<file path="config.mk">
export PLATFORM = sky130hd
export DESIGN_NAME = lr_shift_engine_flat
export DESIGN_NICKNAME = d
export VERILOG_FILES = /design/src/rtl/lr_shift_engine_if.sv /design/src/rtl/lr_shift_engine.sv /design/src/flat_wrapper.sv
export SDC_FILE = /design/constraint.sdc
export NUM_CORES = 1
export LEC_CHECK = 0
export BUFFER_PORTS_ARGS = -buffer_cell sky130_fd_sc_hd__buf_4
export CORE_ASPECT_RATIO = 0.5
export CORE_MARGIN = 2
export CORE_UTILIZATION = 31
export DETAILED_ROUTE_END_ITERATION = 7
export HOLD_SLACK_MARGIN = 0.08
export PLACE_DENSITY = 0.64
export SETUP_SLACK_MARGIN = 0.02
export SLEW_MARGIN = 25
export SYNTH_ARGS = -nofsm -noshare
export SYNTH_HDL_FRONTEND = slang
export SYNTH_SLANG_ARGS = --single-unit
</file>
<file path="constraint.sdc">
create_clock -name clk -period 1.6 [get_ports clk]
set_input_delay 0.16 -clock clk [delete_from_list [all_inputs] [get_ports clk]]
set_output_delay 0.16 -clock clk [all_outputs]
set_load 0.05 [all_outputs]
</file>
<file path="src/rtl/lr_shift_engine_if.sv">
// Handshake and data bundle for the left/right shift engine.
// The master side drives requests; the slave side is the engine itself.
interface lr_shift_engine_if #(
  parameter int WIDTH = 8,
  parameter int AMT_W = 4
);
  logic             load;
  logic [WIDTH-1:0] pdata;
  logic             start;
  logic             direction;
  logic [1:0]       mode;
  logic             d;
  logic [AMT_W-1:0] amount;
  logic [WIDTH-1:0] out;
  logic             so;
  logic             busy;
  logic             done;

  modport master (
    output load, pdata, start, direction, mode, d, amount,
    input  out, so, busy, done
  );

  modport slave (
    input  load, pdata, start, direction, mode, d, amount,
    output out, so, busy, done
  );
endinterface

</file>
<file path="src/rtl/lr_shift_engine.sv">
// Parametrised left/right shift engine with parallel load, logical/rotate/
// arithmetic modes and multi-cycle shifts by a captured amount.
// A request is accepted only in IDLE; the engine then spends amount+1 cycles
// in SHIFT (one step per cycle while the counter is non-zero, then one final
// cycle to return to IDLE) and pulses done for the cycle after.
module lr_shift_engine #(
  parameter int WIDTH = 8,
  parameter int AMT_W = 4
) (
  input  logic             clk,
  input  logic             reset,
  lr_shift_engine_if.slave bus
);

  typedef enum logic {IDLE, SHIFT} state_t;

  state_t           state;
  state_t           state_next;
  logic             done_q;
  logic             done_next;
  logic [AMT_W-1:0] count;
  logic [WIDTH-1:0] out_q;
  logic             so_q;

  // request attributes frozen at start so input changes during SHIFT are harmless
  logic             dir_q;
  logic [1:0]       mode_q;
  logic             d_q;

  // One 1-bit step: returns {ejected bit, new register value}.
  // Mode 11 is reserved and behaves as logical.
  function automatic logic [WIDTH:0] shift_step(
    input logic [WIDTH-1:0] val,
    input logic             dir,
    input logic [1:0]       md,
    input logic             fill_d
  );
    logic ejected;
    logic fill;
    ejected = dir ? val[0] : val[WIDTH-1];
    case (md)
      2'b01:   fill = ejected;
      2'b10:   fill = dir ? val[WIDTH-1] : 1'b0;
      default: fill = fill_d;
    endcase
    if (dir) begin
      return {ejected, fill, val[WIDTH-1:1]};
    end
    return {ejected, val[WIDTH-2:0], fill};
  endfunction

  // state register and registered done pulse
  always_ff @(posedge clk) begin
    if (reset) begin
      state  <= IDLE;
      done_q <= 1'b0;
    end else begin
      state  <= state_next;
      done_q <= done_next;
    end
  end

  // next-state logic: load has priority over start in IDLE
  always_comb begin
    state_next = state;
    done_next  = 1'b0;
    case (state)
      IDLE: begin
        if (!bus.load && bus.start) begin
          state_next = SHIFT;
        end
      end
      SHIFT: begin
        if (count == '0) begin
          state_next = IDLE;
          done_next  = 1'b1;
        end
      end
      default: state_next = IDLE;
    endcase
  end

  // shift register, ejected bit and step counter
  always_ff @(posedge clk) begin
    if (reset) begin
      out_q <= '0;
      so_q  <= 1'b0;
      count <= '0;
    end else begin
      case (state)
        IDLE: begin
          if (bus.load) begin
            out_q <= bus.pdata;
          end else if (bus.start) begin
            count <= bus.amount;
          end
        end
        SHIFT: begin
          if (count != '0) begin
            {so_q, out_q} <= shift_step(out_q, dir_q, mode_q, d_q);
            count         <= count - 1'b1;
          end
        end
        default: ;
      endcase
    end
  end

  // capture of request attributes; pure data, so no reset needed
  always_ff @(posedge clk) begin
    if (state == IDLE && !bus.load && bus.start) begin
      dir_q  <= bus.direction;
      mode_q <= bus.mode;
      d_q    <= bus.d;
    end
  end

  assign bus.out  = out_q;
  assign bus.so   = so_q;
  assign bus.busy = (state == SHIFT);
  assign bus.done = done_q;

endmodule

</file>
<file path="src/flat_wrapper.sv">
// flat-port wrapper written by rule: the top's interface ports become plain ports
module lr_shift_engine_flat 
#(
  parameter int WIDTH = 8,
  parameter int AMT_W = 4
)
  (clk, reset, bus_load, bus_pdata, bus_start, bus_direction, bus_mode, bus_d, bus_amount, bus_out, bus_so, bus_busy, bus_done);
  lr_shift_engine_if #(.WIDTH(WIDTH), .AMT_W(AMT_W)) bus_i ();
  input  logic clk;
  input  logic reset;
  input wire logic [$bits(bus_i.load)-1:0] bus_load;
  input wire logic [$bits(bus_i.pdata)-1:0] bus_pdata;
  input wire logic [$bits(bus_i.start)-1:0] bus_start;
  input wire logic [$bits(bus_i.direction)-1:0] bus_direction;
  input wire logic [$bits(bus_i.mode)-1:0] bus_mode;
  input wire logic [$bits(bus_i.d)-1:0] bus_d;
  input wire logic [$bits(bus_i.amount)-1:0] bus_amount;
  output wire logic [$bits(bus_i.out)-1:0] bus_out;
  output wire logic [$bits(bus_i.so)-1:0] bus_so;
  output wire logic [$bits(bus_i.busy)-1:0] bus_busy;
  output wire logic [$bits(bus_i.done)-1:0] bus_done;
  assign bus_i.load = bus_load;
  assign bus_i.pdata = bus_pdata;
  assign bus_i.start = bus_start;
  assign bus_i.direction = bus_direction;
  assign bus_i.mode = bus_mode;
  assign bus_i.d = bus_d;
  assign bus_i.amount = bus_amount;
  assign bus_out = bus_i.out;
  assign bus_so = bus_i.so;
  assign bus_busy = bus_i.busy;
  assign bus_done = bus_i.done;
  lr_shift_engine #(.WIDTH(WIDTH), .AMT_W(AMT_W)) u_core (.clk(clk), .reset(reset), .bus(bus_i));
endmodule
</file>
Word-level counts from Yosys, hierarchy flattened
Index checks and enable logic that the tools add are counted. W data, S select, Z words.

$add $sub $neg: 1. Eq/ne operators: 6. Mux-type cells: 20. Bitwise gates (word level): 1. Reductions and logical operators: 10.

Operator list (number): $mux W9 (2); $mux W8 (2); $pmux W8 S2 (1); $mux W4 (3); $mux W1 (9); $ne A2 B2 Y1 const B (4); $pmux W4 S2 (1); $logic_not A4 Y1 (1); $pmux W1 S2 (2); $reduce_and A2 Y1 (2); $reduce_bool A4 Y1 (1); $sub A4 B1 Y4 const B (1); $logic_and A1 B1 Y1 (3); $reduce_and A3 Y1 (1); $eq A2 B1 Y1 const B (1); $eq A2 B2 Y1 const B (1); $reduce_or A2 Y1 (1); $logic_not A1 Y1 (1); $not A1 Y1 (1).

Flip-flop bits (word level): 19. Input port bits: 20. Word-level logic and storage cells: 46.

Depth between registers and ports, before layout
Depth in word-level cells: 7. Mapped depth: 7.

Least setup slack after synthesis
No wires, ideal clock.

Path kind: register to register. Start point: reg u_core.state (netlist: u_core.bus.busy). End point: reg u_core.out_q[7] (netlist: u_core.bus.out[7]). Library setup time: 91 ps. Arrival: 1508 ps. Required time: 1509 ps. Setup slack: 1 ps. Stages on the path, launching flop included: 5. Buffers on the path: 2. Period minus slack after synthesis: 1599 ps. Path through: dfxtp_1 -> buf_2 -> buf_4 -> o211ai_1 -> a311oi_1.

Longest elaborated chain between the ends: 3. Elaborated cells on any way between the ends: 5. Those cells by class: eq/ne (2); mux (1); bitwise (1); reduce/logical (1).

Ends and longest elaborated chain: start: declaration (RTL line lr_shift_engine.sv:17) `state_t state;`; start signal: assignment (RTL line lr_shift_engine.sv:58) `state <= state_next;`; $not A1 Y1 (no source line); $ne A2 B2 Y1 (no source line); $reduce_and A2 Y1 (no source line); end signal: assignment (RTL line lr_shift_engine.sv:93) `out_q <= bus.pdata;`; end signal: assignment (RTL line lr_shift_engine.sv:100) `{so_q, out_q} <= shift_step(out_q, dir_q, mode_q, d_q);`; end: declaration (RTL line lr_shift_engine.sv:22) `logic [WIDTH-1:0] out_q;`.

Several ways; a longest one is shown, not always the timed one. A chain may end at the register's enable or synchronous reset.

Final worst setup path
Start point: reg u_core.count[0]. End point: reg u_core.count[0].

Longest elaborated chain between the ends: 3. Elaborated cells on any way between the ends: 6. Those cells by class: add/sub (1); eq/ne (1); mux (2); reduce/logical (2).

Ends and longest elaborated chain: start: declaration (RTL line lr_shift_engine.sv:21) `logic [AMT_W-1:0] count;`; start signal: assignment (RTL line lr_shift_engine.sv:95) `count <= bus.amount;`; start signal: assignment (RTL line lr_shift_engine.sv:101) `count <= count - 1'b1;`; $sub A4 B1 Y4 or $reduce_bool A4 Y1 (tied branches) (RTL line lr_shift_engine.sv:101, lr_shift_engine.sv:99); $mux W4 or $ne A2 B2 Y1 (tied branches); $pmux W4 S2 or $reduce_and A3 Y1 (tied branches).

Several ways; a longest one is shown, not always the timed one. The select of a mux whose other input is x is not followed.

==> impl_metrics.py <==
metrics = {
    "run_status": {
        "status": "completed",
    },
    "clocking": {
        "path_clk_slew_ps": 70,
        "clk_root_buffer_cell": "clkbuf_8",
        "clk_latency_ps": 250,
        "h-tree-depth": 1,
        "post-cts-setup-buffer-count": 0,
        "numCtsBuffers": 3,
        "cts_tree": "done",
        "clock_path_buffers": 2,
        "cts.sinks": 19,
    },
    "yosys": {
        "yosysTopAreaCell": "dfxtp_1",
        "syn_area_mm2": 0.00105,
        "synthTopCellsByArea": "dfxtp_1 29%, mux2i_1 14%, edfxtp_1 11%, nor2_1 6.8%, a21oi_1 5.2%",
        "synth-edff-count": 4,
        "synthArstFlopShare_pct": 0,
        "syn_area_per_cell_um2": 9.37,
        "yosysWarnings": 0,
        "ys_ff_latch": 19,
        "syn_nets": 135,
        "netlist.area_leader.share_pct": 28.6,
        "seq_area_frac_synth_pct": 40.0,
        "synthCells": 112,
        "synth-main-ff-cell": "dfxtp_1",
        "synth_cell_types": 35,
    },
    "setup_path": {
        "r2r-end": "u_core.count[0]$_SDFFE_PP0P_",
        "worst_ep_required_time_ps": 1780,
        "critical_path.startpoint_type": "flip-flop",
        "critPathArrivalTime_ps": 1710,
        "end_kind": "flip-flop",
        "reg2reg_slack_ps": 70,
        "worstRegToRegCells": 6,
        "crit_type": "reg2reg",
        "r2r-start": "u_core.count[0]$_SDFFE_PP0P_",
        "path_max_fanout": 5,
    },
    "timing": {
        "fmax_mhz": 653,
        "finalCritPeriodShare_pct": 95.7,
        "clock_skew_ps": 4.20,
        "maxSlewViolCount": 0,
        "worst_slack_ps": 68.4,
        "rsz0062_at_grt": "yes",
        "post-route-min-period_ps": 1530,
        "tightest_slew_ps": 293,
        "finalHoldViolations": 0,
        "report.final.setup_viol": 0,
        "slew_headroom_pct": 80.5,
        "setup_tns_ps": 0,
    },
    "place": {
        "placed_area_mm2": 0.00135,
        "gp_congestion": 0.716,
        "dpl.hpwl_um": 1650,
        "port_buffers": 30,
        "place_ws_ps": -21.1,
    },
    "route": {
        "routed_wl_um": 2260,
        "first_pass_iters": 4,
        "wl_per_cell_um": 11.8,
        "drc": 0,
        "drtIter0Drc": 37,
        "via_count": 921,
        "vias_per_cell": 4.80,
        "detail-route-antenna-nets": 0,
    },
    "hold_path": {
        "min_to": "u_core.bus.out[7]$_SDFFE_PP0P_",
        "min_path_cells": 2,
        "min_path_type": "in2reg",
        "hold_path.startpoint": "reset",
    },
    "grt": {
        "grt_pass1_vias": 862,
        "antenna_found_initial": 0,
        "grt_max_degree": 24,
        "overflow": 0,
        "grt_use_total_pct": 12.6,
        "grt_pass1_wl_um": 3770,
    },
    "power": {
        "finalPower_mw": 1.28,
        "peakVddDrop_uv": 279,
        "powerDensity_mw_per_mm2": 878,
        "power_leakage_nw": 0.638,
    },
    "final_layout": {
        "drive_above_1_share_pct": 33.6,
        "fin_nets": 176,
        "final_cell_area_mm2": 0.00145,
        "multi_input_area_um2": 577,
        "syn_to_final_growth_pct": 38.5,
        "final_core_util_pct": 46.6,
        "regArea_um2": 424,
        "diodes": 0,
        "fillers": 322,
    },
    "flow_run": {
        "cap_violations": 0,
    },
    "die": {
        "start_util_pct": 33.7,
        "pin_count": 31,
        "fp.coreArea_mm2": 0.00312,
        "die-height_um": 45.2,
        "num_rows": 14,
        "dieWidth_um": 86.3,
        "die-area_mm2": 0.00390,
    },
}
-- per-layer routing --
metal / global-route usage (%) / share of wire (%) / wire, µm
met1: 15.6 / 47 / 1070
met2: 21.7 / 49 / 1100
met3: 3.47 / 2.9 / 65
met4: 4.69 / 1.2 / 27
met5: 0 / 0 / 0
-- worst max path at each step --
stage                                  from                           end  slack (ps)  cells past startpoint
5_1_grt        u_core.count[1]$_SDFFE_PP0P_  u_core.count[3]$_SDFFE_PP0P_          10                      6
2_1_floorplan  u_core.count[0]$_SDFFE_PP0P_  u_core.count[0]$_SDFFE_PP0P_         120                      6
3_5_place_dp   u_core.count[0]$_SDFFE_PP0P_  u_core.count[0]$_SDFFE_PP0P_         -20                      6
6_report       u_core.count[0]$_SDFFE_PP0P_  u_core.count[0]$_SDFFE_PP0P_          70                      6
3_3_place_gp   u_core.count[0]$_SDFFE_PP0P_  u_core.count[0]$_SDFFE_PP0P_          30                      6
4_1_cts        u_core.count[0]$_SDFFE_PP0P_  u_core.count[0]$_SDFFE_PP0P_          30                      6
-- cells in the final DEF (no fill, tap or decap), drive strengths merged, types with 2 or more instances in the layout --
master        n
buf          37
nor2         19
mux2i        15
dfxtp        15
a21oi        13
inv           7
dlygate4sd3   4
edfxtp        4
o21ai         4
nand2         3
nand3b        3
clkbuf        3
ha            3
a311oi        2
nand2b        2
-- cell families after synthesis --
| group | share of synthesized area (%) |
|---|---|
| AO/OA/AOI/OAI | 17.6 |
| adder cells (fa/ha/maj) | 3.58 |
| buffers and inverters | 6.08 |
| flip-flops | 40.0 |
| multiplexers | 14.3 |
| AND/OR/NAND/NOR | 18.4 |
-- synth_stat cells (all sizes together) (2+ instances only) --
library cell	instances
nand2	3
dfxtp	15
edfxtp	4
inv	7
ha	3
mux2i	15
buf	5
nand3b	3
nand2b	2
a21oi	12
nor2	19
a311oi	2
o21ai	4
-- stage by stage --
step	std cells	hold slack, ps
after floorplan	112	229
after global placement	183	339
after detailed placement	183	340
after CTS	192	200
after global routing	192	211
final	192	197
-- worst max-delay path: stages (launching register included) --
cell	delay [ps]
dfxtp_2	360
inv_1	50
ha_2	180
or3b_4	280
a21oi_4	80
or3_1	350
a21oi_1	150
-- layout make-up --
class / instances / share of cell area, %
Clock buffer: 3 / 2.84
Clock inverter: 1 / 0.344
Inverter: 7 / 1.81
Multi-Input combinational cell: 81 / 39.7
Sequential cell: 19 / 29.2
Tap cell: 40 / 3.44
Timing Repair Buffer: 41 / 22.7
-- repair_timing --
action | in CTS | in global routing
pin swaps | 1 | 2
setup endpoints to repair | 3 | 3
gates cloned | 1 | 0
hold buffers | 4 | 0
hold endpoints to repair | 4 | 0
resized for setup | 2 | 2
-- registers in the layout, indices dropped and copies added (netlist names) --
register         cells
u_core.bus.busy      1
u_core.bus.done      1
u_core.bus.out       8
u_core.bus.so        1
u_core.count         4
u_core.d_q           1
u_core.dir_q         1
u_core.mode_q        2
-- power breakdown --
| part | switching [mW] | internal (mW) | leakage, nW |
|---|---|---|---|
| clock network | 0.157 | 0.173 | 0.0255 |
| logic | 0.208 | 0.171 | 0.450 |
| registers | 0.0400 | 0.527 | 0.162 |
Note: power is estimated with default switching activity, not from simulation.
